==> src/rtl/prng_seed_pkg.sv <==
// Shared constants and state type for the entropy seed generator.
// Constants are 64-bit patterns; rep_const() replicates them so a design
// can truncate to its own pool width (up to MAX_POOL_W bits).
package prng_seed_pkg;

  localparam int          MAX_POOL_W = 1024;
  localparam logic [63:0] ADC_INIT   = 64'hA3F7C9D5826B4E1D;
  localparam logic [63:0] WHITEN_A   = 64'h7729CEBAF02D3D20;
  localparam logic [63:0] WHITEN_B   = 64'hE7B4D2A9853C6F19;

  typedef enum logic [1:0] {IDLE, COLLECT, VALID} seed_state_t;

  function automatic logic [MAX_POOL_W-1:0] rep_const(input logic [63:0] v);
    return {(MAX_POOL_W/64){v}};
  endfunction

endpackage

==> src/rtl/seed_adc_model.sv <==
// Xorshift ADC model: folds each accepted entropy word into a POOL_W-bit
// state. adc_n is the combinational successor, adc_q advances when en is high.
module seed_adc_model
  import prng_seed_pkg::*;
#(
  parameter int SRC_W  = 16,
  parameter int POOL_W = 64
) (
  input  logic              clk,
  input  logic              rst,
  input  logic              en,
  input  logic [SRC_W-1:0]  src_in,
  output logic [POOL_W-1:0] adc_n
);

  localparam logic [MAX_POOL_W-1:0] INIT_FULL = rep_const(ADC_INIT);
  localparam logic [POOL_W-1:0]     INIT_VAL  = INIT_FULL[POOL_W-1:0];

  logic [POOL_W-1:0] adc_q;
  logic [POOL_W-1:0] mix;

  // Successor state: mix in the raw word, then a logical xorshift (carries dropped).
  always_comb begin
    mix   = adc_q ^ POOL_W'(src_in);
    adc_n = mix ^ (mix >> 1) ^ (mix << 3);
  end

  // State register advances only on accepted samples.
  always_ff @(posedge clk) begin
    if (rst)     adc_q <= INIT_VAL;
    else if (en) adc_q <= adc_n;
  end

endmodule

==> src/rtl/entropy_seed_gen.sv <==
// Entropy seed generator top: collects SPS*NUM_SEEDS raw samples per request,
// conditions them through the ADC model and a shifting XOR pool, and presents
// NUM_SEEDS whitened seeds with a valid/ready handshake.
// Optional repetition-count health test: define ENTROPY_SEED_HEALTH_EN.
module entropy_seed_gen
  import prng_seed_pkg::*;
#(
  parameter int SRC_W     = 16,
  parameter int POOL_W    = 64,
  parameter int NUM_SEEDS = 2,
  parameter int REP_LIMIT = 4
) (
  input  logic                        clk,
  input  logic                        rst,
  input  logic [SRC_W-1:0]            src_in,
  input  logic                        src_valid,
  input  logic                        req,
  output logic [NUM_SEEDS*POOL_W-1:0] seed_out,
  output logic                        seed_valid,
  input  logic                        seed_ready,
  output logic                        busy,
  output logic                        health_fail
);

  localparam int SPS   = POOL_W / SRC_W;
  localparam int TOTAL = SPS * NUM_SEEDS;
  localparam int CNT_W = (TOTAL > 1) ? $clog2(TOTAL) : 1;

  localparam logic [MAX_POOL_W-1:0] WA_FULL = rep_const(WHITEN_A);
  localparam logic [MAX_POOL_W-1:0] WB_FULL = rep_const(WHITEN_B);
  localparam logic [POOL_W-1:0]     WA      = WA_FULL[POOL_W-1:0];
  localparam logic [POOL_W-1:0]     WB      = WB_FULL[POOL_W-1:0];

  seed_state_t                 state, state_n;
  logic [CNT_W-1:0]            cnt;
  logic [POOL_W-1:0]           pool;
  logic [POOL_W-1:0]           pool_n;
  logic [POOL_W-1:0]           adc_n;
  logic [NUM_SEEDS*POOL_W-1:0] seed_q;
  logic                        accept;
  logic                        slot_end;
  logic                        last;
  logic                        trip;
  int                          slot_idx;

  seed_adc_model #(
    .SRC_W (SRC_W),
    .POOL_W(POOL_W)
  ) u_adc (
    .clk   (clk),
    .rst   (rst),
    .en    (accept),
    .src_in(src_in),
    .adc_n (adc_n)
  );

  // Sample acceptance, slot boundaries and the next pool value.
  always_comb begin
    accept   = (state == COLLECT) && src_valid;
    slot_end = ((int'(cnt) % SPS) == (SPS - 1));
    slot_idx = int'(cnt) / SPS;
    last     = (int'(cnt) == (TOTAL - 1));
    pool_n   = (pool << SRC_W) ^ adc_n;
  end

`ifdef ENTROPY_SEED_HEALTH_EN
  localparam int REP_W = $clog2(REP_LIMIT + 1);

  logic [SRC_W-1:0] last_src;
  logic [REP_W-1:0] rep_cnt;
  logic             have_last;
  logic             hf_q;

  // A sample trips the test when it completes a run of REP_LIMIT equal words.
  always_comb begin
    trip = accept && have_last && (src_in == last_src) &&
           (int'(rep_cnt) == (REP_LIMIT - 1));
  end

  // Run-length tracker; the flag is sticky until the next accepted request.
  always_ff @(posedge clk) begin
    if (rst) begin
      last_src  <= '0;
      rep_cnt   <= '0;
      have_last <= 1'b0;
      hf_q      <= 1'b0;
    end else if ((state == IDLE) && req) begin
      rep_cnt   <= '0;
      have_last <= 1'b0;
      hf_q      <= 1'b0;
    end else if (accept) begin
      last_src  <= src_in;
      have_last <= 1'b1;
      if (have_last && (src_in == last_src)) rep_cnt <= rep_cnt + REP_W'(1);
      else                                   rep_cnt <= REP_W'(1);
      if (trip) hf_q <= 1'b1;
    end
  end

  assign health_fail = hf_q;
`else
  assign trip        = 1'b0;
  assign health_fail = 1'b0;
`endif

  // State register.
  always_ff @(posedge clk) begin
    if (rst) state <= IDLE;
    else     state <= state_n;
  end

  // Next-state logic; a failed health test abandons the round.
  always_comb begin
    state_n = state;
    unique case (state)
      IDLE:    if (req) state_n = COLLECT;
      COLLECT: begin
        if (accept && trip)      state_n = IDLE;
        else if (accept && last) state_n = VALID;
      end
      VALID:   if (seed_ready) state_n = IDLE;
      default: state_n = IDLE;
    endcase
  end

  // Handshake outputs decoded from state.
  always_comb begin
    seed_valid = (state == VALID);
    busy       = (state == COLLECT) || (state == VALID);
  end

  // Sample counter, pool and seed slots; the pool carries across slot boundaries.
  always_ff @(posedge clk) begin
    if (rst) begin
      cnt    <= '0;
      pool   <= '0;
      seed_q <= '0;
    end else if ((state == IDLE) && req) begin
      cnt <= '0;
    end else if (accept) begin
      pool <= pool_n;
      cnt  <= (last || trip) ? '0 : cnt + CNT_W'(1);
      for (int k = 0; k < NUM_SEEDS; k++) begin
        if (slot_end && !trip && (slot_idx == k)) begin
          if ((k % 2) == 0) seed_q[k*POOL_W +: POOL_W] <= pool_n ^ WA;
          else              seed_q[k*POOL_W +: POOL_W] <= (~pool_n) ^ WB;
        end
      end
    end
  end

  assign seed_out = seed_q;

endmodule
==> config.mk <==
export PLATFORM = sky130hd
export DESIGN_NAME = entropy_seed_gen
export DESIGN_NICKNAME = d
export VERILOG_FILES = /design/src/rtl/prng_seed_pkg.sv /design/src/rtl/seed_adc_model.sv /design/src/rtl/entropy_seed_gen.sv
export SDC_FILE = /design/constraint.sdc
export NUM_CORES = 1
export LEC_CHECK = 0
export BUFFER_PORTS_ARGS = -buffer_cell sky130_fd_sc_hd__buf_4
export CORE_MARGIN = 2
export CORE_UTILIZATION = 35
export DETAILED_ROUTE_END_ITERATION = 7
export PLACE_DENSITY = 0.5
export SLEW_MARGIN = 0
export SYNTH_ARGS = -nofsm -noshare
export SYNTH_HDL_FRONTEND = slang
export SYNTH_SLANG_ARGS = --single-unit
==> constraint.sdc <==
create_clock -name clk -period 2.3 [get_ports clk]
set_input_delay 0.115 -clock clk [delete_from_list [all_inputs] [get_ports clk]]
set_output_delay 0.115 -clock clk [all_outputs]
set_load 0.05 [all_outputs]
# ---- Word-level counts from Yosys, hierarchy flattened
# Cells that the tools add are included.
# W data, S select, Z words.
dict set report word_totals {
  register_bits 245
  latchBits 0
  mem_bits_rw 0
  rom_bits 0
  in_bits 21
  output_inout_bits 131
  word_cells 40
  memories 0
}
dict set report classes {
  n_addsub 1
  mul 0
  n_div 0
  magnitude_cmp 0
  eq_ne 7
  shift 0
  n_mux 5
  n_bitwise 8
  reduce_logical 13
}
# op count
set ops {}
lappend ops {{$xor A64 B64 Y64} 2}
lappend ops {{$not A64 Y64} 1}
lappend ops {{$xor A64 B16 Y64} 1}
lappend ops {{$xor A64 B63 Y64} 1}
lappend ops {{$not A34 Y34} 1}
lappend ops {{$not A33 Y33} 1}
lappend ops {{$logic_not A32 Y1} 1}
lappend ops {{$reduce_and A3 Y1} 3}
lappend ops {{$mux W2} 3}
lappend ops {{$pmux W2 S3} 1}
lappend ops {{$logic_and A1 B1 Y1} 5}
lappend ops {{$eq A2 B1 Y1 const B} 2}
lappend ops {{$ne A2 B1 Y1 const B} 2}
lappend ops {{$add A3 B1 Y3 const B} 1}
lappend ops {{$eq A3 B1 Y1 const B} 1}
lappend ops {{$mux W3} 1}
lappend ops {{$eq A2 B2 Y1 const B} 1}
lappend ops {{$logic_not A2 Y1} 1}
lappend ops {{$ne A2 B2 Y1 const B} 1}
lappend ops {{$reduce_and A2 Y1} 1}
lappend ops {{$reduce_or A2 Y1} 1}
lappend ops {{$logic_or A1 B1 Y1} 1}
lappend ops {{$not A1 Y1} 1}

# ---- Depth between registers and ports, before layout
dict set report depth {
  ltp_word 6
  depth_mapped 9
  ltp_nobuf 6
}

# ---- Cells and area by module
# A second synthesis with hierarchy kept.
dict set report hier_totals {
  hier_cells 1216
  area_unflattened_um2 11284.6
}
# module n_inst cells_each area_each_um2 seq_area_each_um2
set by_module_without_submodules {}
lappend by_module_without_submodules {entropy_seed_gen 1 817 7529.7 3623.5}
lappend by_module_without_submodules {seed_adc_model 1 399 3754.9 1281.2}

# ---- Least setup slack after synthesis
# OpenSTA, ideal clock, no wires.
dict set report synth_timing {
  kind {register to register}
  startpoint {register state[0]}
  endpoint {register state[0]}
  setup_time_ns 0.128
  arrival_time_ns 1.594
  required_ns 2.172
  slack_ns 0.578
  stages_incl_launch_ff 6
  path_buffers 0
  synth_period_minus_slack_ns 1.722
  cell_sequence {dfxtp_1 inv_1 ha_1 a222oi_1 mux2i_1 nor2_1}
}
dict set report synth_via {
  elab_cells_between_ends 10
  classes_between {5 x eq/ne; 1 x mux; 4 x reduce/logical}
}
# item line_no
set synth_rtl {}
lappend synth_rtl {{start: declaration} entropy_seed_gen.sv:34} ;# seed_state_t state, state_n;
lappend synth_rtl {{start signal: assignment} entropy_seed_gen.sv:109} ;# else state <= state_n;
lappend synth_rtl {{$eq A2 B2 Y1 (*)} -}
lappend synth_rtl {{named net seed_valid} entropy_seed_gen.sv:19} ;# output logic seed_valid,
lappend synth_rtl {{$ne A2 B1 Y1 (no source line)} -}
lappend synth_rtl {{$reduce_and A3 Y1 (no source line)} -}
# The timed path passes the listed nets; every way through them passes the cells marked *.
# A chain may end at the register's enable or synchronous reset.

# ---- Final worst setup path
dict set report layout_timing {
  startpoint {register state[0]}
  endpoint {register seed_q[20], in the netlist seed_out[20]}
}
dict set report layout_via {
  elab_chain_cells 4
  elab_cells_between_ends 6
  classes_between {1 x eq/ne; 1 x bitwise; 4 x reduce/logical}
}
# item line_no
set layout_rtl {}
lappend layout_rtl {{$logic_not A2 Y1} entropy_seed_gen.sv:138} ;# end else if ((state == IDLE) && req) begin
lappend layout_rtl {{$logic_and A1 B1 Y1} entropy_seed_gen.sv:138}
lappend layout_rtl {{$not A1 Y1 (no source line)} -}
lappend layout_rtl {{$reduce_and A3 Y1 (no source line) (*)} -}
lappend layout_rtl {{end signal: indexed assignment} entropy_seed_gen.sv:145} ;# if ((k % 2) == 0) seed_q[k*POOL_W +: POOL_W] <= pool_n ^ WA;
lappend layout_rtl {{end signal: indexed assignment} entropy_seed_gen.sv:146} ;# else seed_q[k*POOL_W +: POOL_W] <= (~pool_n) ^ WB;
lappend layout_rtl {{end: declaration} entropy_seed_gen.sv:39} ;# logic [NUM_SEEDS*POOL_W-1:0] seed_q;
# Every way passes the cells marked *; elsewhere a longest branch is shown, timed or not.

==> run summary <==
The run finished with clean final reports. The number of antenna diodes in the final layout is 0. The element type at the critical path start is a flop. The number of clock sinks is 245. At the end of the flow, the number of nets in the layout was 1323. After routing, the total negative slack on setup checks comes to 0 ns. The total setup buffers inserted after CTS came out at 0. The core outline area came out at 29500 um^2. The tightest min-delay check is of the in -> reg type.

The instance count along the most critical hold path is 4. The number of global-route vias before repair is 7790. The total DRC errors in the routed layout is 0.

sky130_fd_sc_hd__dfxtp_1 takes more of the synthesized area than any other cell. The congestion estimate from routability-driven global placement came to 0.743. Setup repair after global routing left no endpoint under its margin. Across all register-to-register paths, the minimum setup slack is 0.26 ns.

The number of hold buffers added after CTS was 2. Clock skew on the completed layout was measured at 0.0123 ns. The actual slew at the worst max-slew pin is 0.694 ns. Traced cell by cell, the critical path runs through inv_1 -> ha_1 -> nand2_1 -> and3_2 -> buf_12 -> nor2_1 -> a211oi_1. From bottom edge to top edge, the die measures 176 um. The portion of synthesized cell area occupied by the leading cell type came out at 47.2%. By area the synthesized netlist is led by sky130_fd_sc_hd__dfxtp_1, sky130_fd_sc_hd__xnor2_1, sky130_fd_sc_hd__a211oi_1. The static leakage came out at 4.73 nW. The overall routing resource usage is 18.4%. The maximum buffer depth of the clock tree came out at 3. The placed instances occupy a cell area of 12000 um^2. The width of the die is 176 um. The total of cells resized after clock tree synthesis is 0. In this run the remaining antenna-violating nets after routing total 0. Together, buffers and inverters on the worst path number 2. The fraction of layout cells with a size suffix above 1 is 17.5%. CTS built an H-tree with a depth of 1. At the end of the flow the core is filled with cells to 44.0%. TritonCTS created 28 clock buffers. The total global routing overflow is 0. With fillers left out, the area of the finished cells amounts to 13000 um^2.

The post-synthesis register bit count is 245. The final hold slack came out at 0.0176 ns. The endpoint of the worst hold-timing path is pool[6]$_SDFFE_PP0P_. The initial antenna violation count is 0. The final wirelength came out at 28900 um. The net count of the mapped netlist is 1198. The initial core utilization came out at 35.3%. The final max-slew violation count came to 0. The total via count in the routed design is 8277. TritonCTS built the clock tree. The worst register-to-register path ends at seed_out[20]$_SDFFE_PP0P_. The post-DP HPWL came out at 20200 um. The share of the cycle needed by the critical path after routing is 88.5%.

The first global-routing pass estimated 45100 um of wire. The cell at the slowest stage of the critical path is sky130_fd_sc_hd__and3_2. During placement, the flow inserted port buffers numbering 150. The cell area after technology mapping is 10400 um^2. The worst-path maximum fanout is 36. The reg-to-reg critical path startpoint is state[0]$_SDFFE_PP0P_. The clock-pin transition on the worst setup and hold timing paths came out at 0.06 ns. The path depth of the worst reg2reg path is 7. The worst hold path begins at req. The number of rows in the core area is 63.

The cell family contributing the most delay on the critical path is simple AND/OR/NAND/NOR gates. The type of the worst setup path is reg -> reg. Data on the critical path is required at its endpoint by 2.74 ns. Synthesis handed over a netlist of 1169 instances. The first detailed-routing pass ran for 4 iterations.

The distinct cell type count of the synthesized netlist came out at 32. The instance count after placement with tap cells included is 1652. CTS placed an instance of sky130_fd_sc_hd__clkbuf_16 at the clock tree root.

The mean instance size in the synthesized netlist came out at 8.90 um^2. The delay of the slowest cell on the worst path came out at 0.48 ns. The number of violations reported at the end of detailed-routing iteration 0 is 458. The post-route non-filler standard cell count came out at 1706. The final period demand of the worst path is 2.04 ns. The I/O pin count is 152. For this run, the number of Yosys warnings is 0.

The final hold violation count is 0. The power density normalized to cell area came out at 1040 nW/um^2. The worst max-slew margin expressed relative to the limit came out at 53.4%. The maximum vdd drop came out at 0.000831 V.

The number of maximum-capacitance constraint violations is 0. Compared with the post-synthesis result, the final layout area differs by 24.6%. The number of endpoints failing setup at the final stage is 0.

The ratio of routed vias to standard cells came out at 4.85. The clock latency on the worst-skew pair came out at 0.54 ns. The average detailed-routed wire length per instance is 16.9 um. The floorplan die area is 31100 um^2. At the worst endpoint, the arrival time is 2.48 ns. The sequential cell area fraction in the yosys report is 47.2%. The worst setup path is captured at a flop. The maximum number of pins on one net before global-route repair is 117. The maximum clock frequency is 0.491 GHz.
==> registers in the layout, summed over array words and instances (netlist names) <==
signal / flops
cnt: 3
seed_out: 128
pool: 48
state: 2
u_adc.adc_q: 64
==> power breakdown <==
group	switching [W]	total (W)	internal [W]
Clock	0.00180	0.00455	0.00275
Combinational	0.00233	0.00389	0.00156
Sequential	0.000404	0.00502	0.00462
Total	0.00454	0.0135	0.00893
==> final cells by class <==
class | count | area [um^2]
Sequential cell | 245 | 4900
Fill cell | 2985 | 16500
Multi-Input combinational cell | 839 | 5170
Clock buffer | 42 | 845
Tap cell | 390 | 488
Inverter | 6 | 22.5
Timing Repair Buffer | 174 | 1430
Clock inverter | 10 | 104
==> per-stage QoR <==
stage	total power [W]	setup WS, ns
2_1_floorplan	0.00777	0.578
4_1_cts	0.0137	0.265
6_report	0.0135	0.265
3_3_place_gp	0.00905	0.364
5_1_grt	0.0142	0.117
3_5_place_dp	0.00907	0.276
==> synthesized netlist by cell type <==
cell type	instances
sky130_fd_sc_hd__inv_1	5
sky130_fd_sc_hd__buf_1	2
sky130_fd_sc_hd__nor3_1	34
sky130_fd_sc_hd__clkbuf_1	60
sky130_fd_sc_hd__xnor3_2	1
sky130_fd_sc_hd__xnor3_1	15
sky130_fd_sc_hd__conb_1	1
sky130_fd_sc_hd__or3_2	1
sky130_fd_sc_hd__and3_1	2
sky130_fd_sc_hd__buf_2	16
sky130_fd_sc_hd__mux2i_1	2
sky130_fd_sc_hd__nor2_1	159
sky130_fd_sc_hd__or3_1	49
sky130_fd_sc_hd__xnor2_2	2
sky130_fd_sc_hd__nand3_1	29
sky130_fd_sc_hd__buf_4	1
sky130_fd_sc_hd__xnor2_1	155
sky130_fd_sc_hd__a222oi_1	1
sky130_fd_sc_hd__o22ai_1	4
sky130_fd_sc_hd__o21ai_0	55
sky130_fd_sc_hd__a21oi_1	85
sky130_fd_sc_hd__nand2_1	136
sky130_fd_sc_hd__clkinv_1	1
sky130_fd_sc_hd__ha_1	8
sky130_fd_sc_hd__and2_1	1
sky130_fd_sc_hd__a21oi_2	1
sky130_fd_sc_hd__a211oi_1	86
sky130_fd_sc_hd__xor2_1	5
sky130_fd_sc_hd__dfxtp_1	245
sky130_fd_sc_hd__o211ai_1	2
sky130_fd_sc_hd__xor3_1	2
sky130_fd_sc_hd__a31o_2	3
==> cells in the final DEF, fill, tap and decap left out, types with 2 or more instances in the layout <==
cell type / n
sky130_fd_sc_hd__a21oi_1: 85
sky130_fd_sc_hd__nor2_1: 159
sky130_fd_sc_hd__bufinv_16: 2
sky130_fd_sc_hd__xnor2_2: 2
sky130_fd_sc_hd__clkbuf_1: 6
sky130_fd_sc_hd__o22ai_1: 4
sky130_fd_sc_hd__o21ai_0: 55
sky130_fd_sc_hd__buf_12: 9
sky130_fd_sc_hd__xnor2_1: 155
sky130_fd_sc_hd__buf_4: 162
sky130_fd_sc_hd__dlygate4sd3_1: 2
sky130_fd_sc_hd__clkbuf_16: 29
sky130_fd_sc_hd__clkinv_2: 7
sky130_fd_sc_hd__o211ai_1: 2
sky130_fd_sc_hd__a31o_2: 3
sky130_fd_sc_hd__xor3_1: 2
sky130_fd_sc_hd__nand3_1: 28
sky130_fd_sc_hd__or3_1: 49
sky130_fd_sc_hd__xnor3_1: 15
sky130_fd_sc_hd__a211oi_1: 86
sky130_fd_sc_hd__ha_1: 8
sky130_fd_sc_hd__clkbuf_8: 7
sky130_fd_sc_hd__mux2i_1: 2
sky130_fd_sc_hd__nand2_1: 135
sky130_fd_sc_hd__and3_2: 2
sky130_fd_sc_hd__dfxtp_1: 245
sky130_fd_sc_hd__inv_1: 5
sky130_fd_sc_hd__nor3_1: 34
sky130_fd_sc_hd__xor2_1: 5
==> metal layers <==
layer  up-vias  wire, um  track usage, %  part of all wire (%)
met5         -         0               0                     0
met4         0       613            4.17                   2.1
met3        47      1200            2.71                   4.2
met2       151     13300            30.4                    46
met1      3863     13800            25.5                    48
li1       4216         -               -                     -
==> cell families (layout without fill, tap and decap cells) <==
logic type               after synthesis  count (layout)  share of synthesized area [%]
buffers and inverters                 85             232                           3.30
adder cells (fa/ha/maj)                8               8                          0.962
AO/OA/AOI/OAI                        237             237                           13.8
flip-flops                           245             245                           47.2
XOR/XNOR                             180             180                           17.7
AND/OR/NAND/NOR                      411             411                           16.9
other                                  1               1                         0.0361
multiplexers                           2               2                          0.192
==> tightest hold or removal path, stage by stage <==
cell	delay, ns
sky130_fd_sc_hd__buf_4	0.11
sky130_fd_sc_hd__a21oi_4	0.14
sky130_fd_sc_hd__nor2_1	0.10
sky130_fd_sc_hd__nor3_1	0.05
==> how the worst max path moves through the flow <==
stage / endpoint / cells past startpoint / slack (ns) / start
6_report: seed_out[20]$_SDFFE_PP0P_ / 7 / 0.26 / state[0]$_SDFFE_PP0P_
5_1_grt: seed_out[26]$_SDFFE_PP0P_ / 7 / 0.12 / state[0]$_SDFFE_PP0P_
4_1_cts: seed_out[22]$_SDFFE_PP0P_ / 7 / 0.26 / state[1]$_SDFFE_PP0P_
3_5_place_dp: seed_out[27]$_SDFFE_PP0P_ / 7 / 0.28 / state[1]$_SDFFE_PP0P_
3_3_place_gp: seed_out[38]$_SDFFE_PP0P_ / 7 / 0.36 / state[0]$_SDFFE_PP0P_
2_1_floorplan: state[0]$_SDFFE_PP0P_ / 5 / 0.58 / state[0]$_SDFFE_PP0P_
Note: power is estimated with default switching activity, not from simulation.
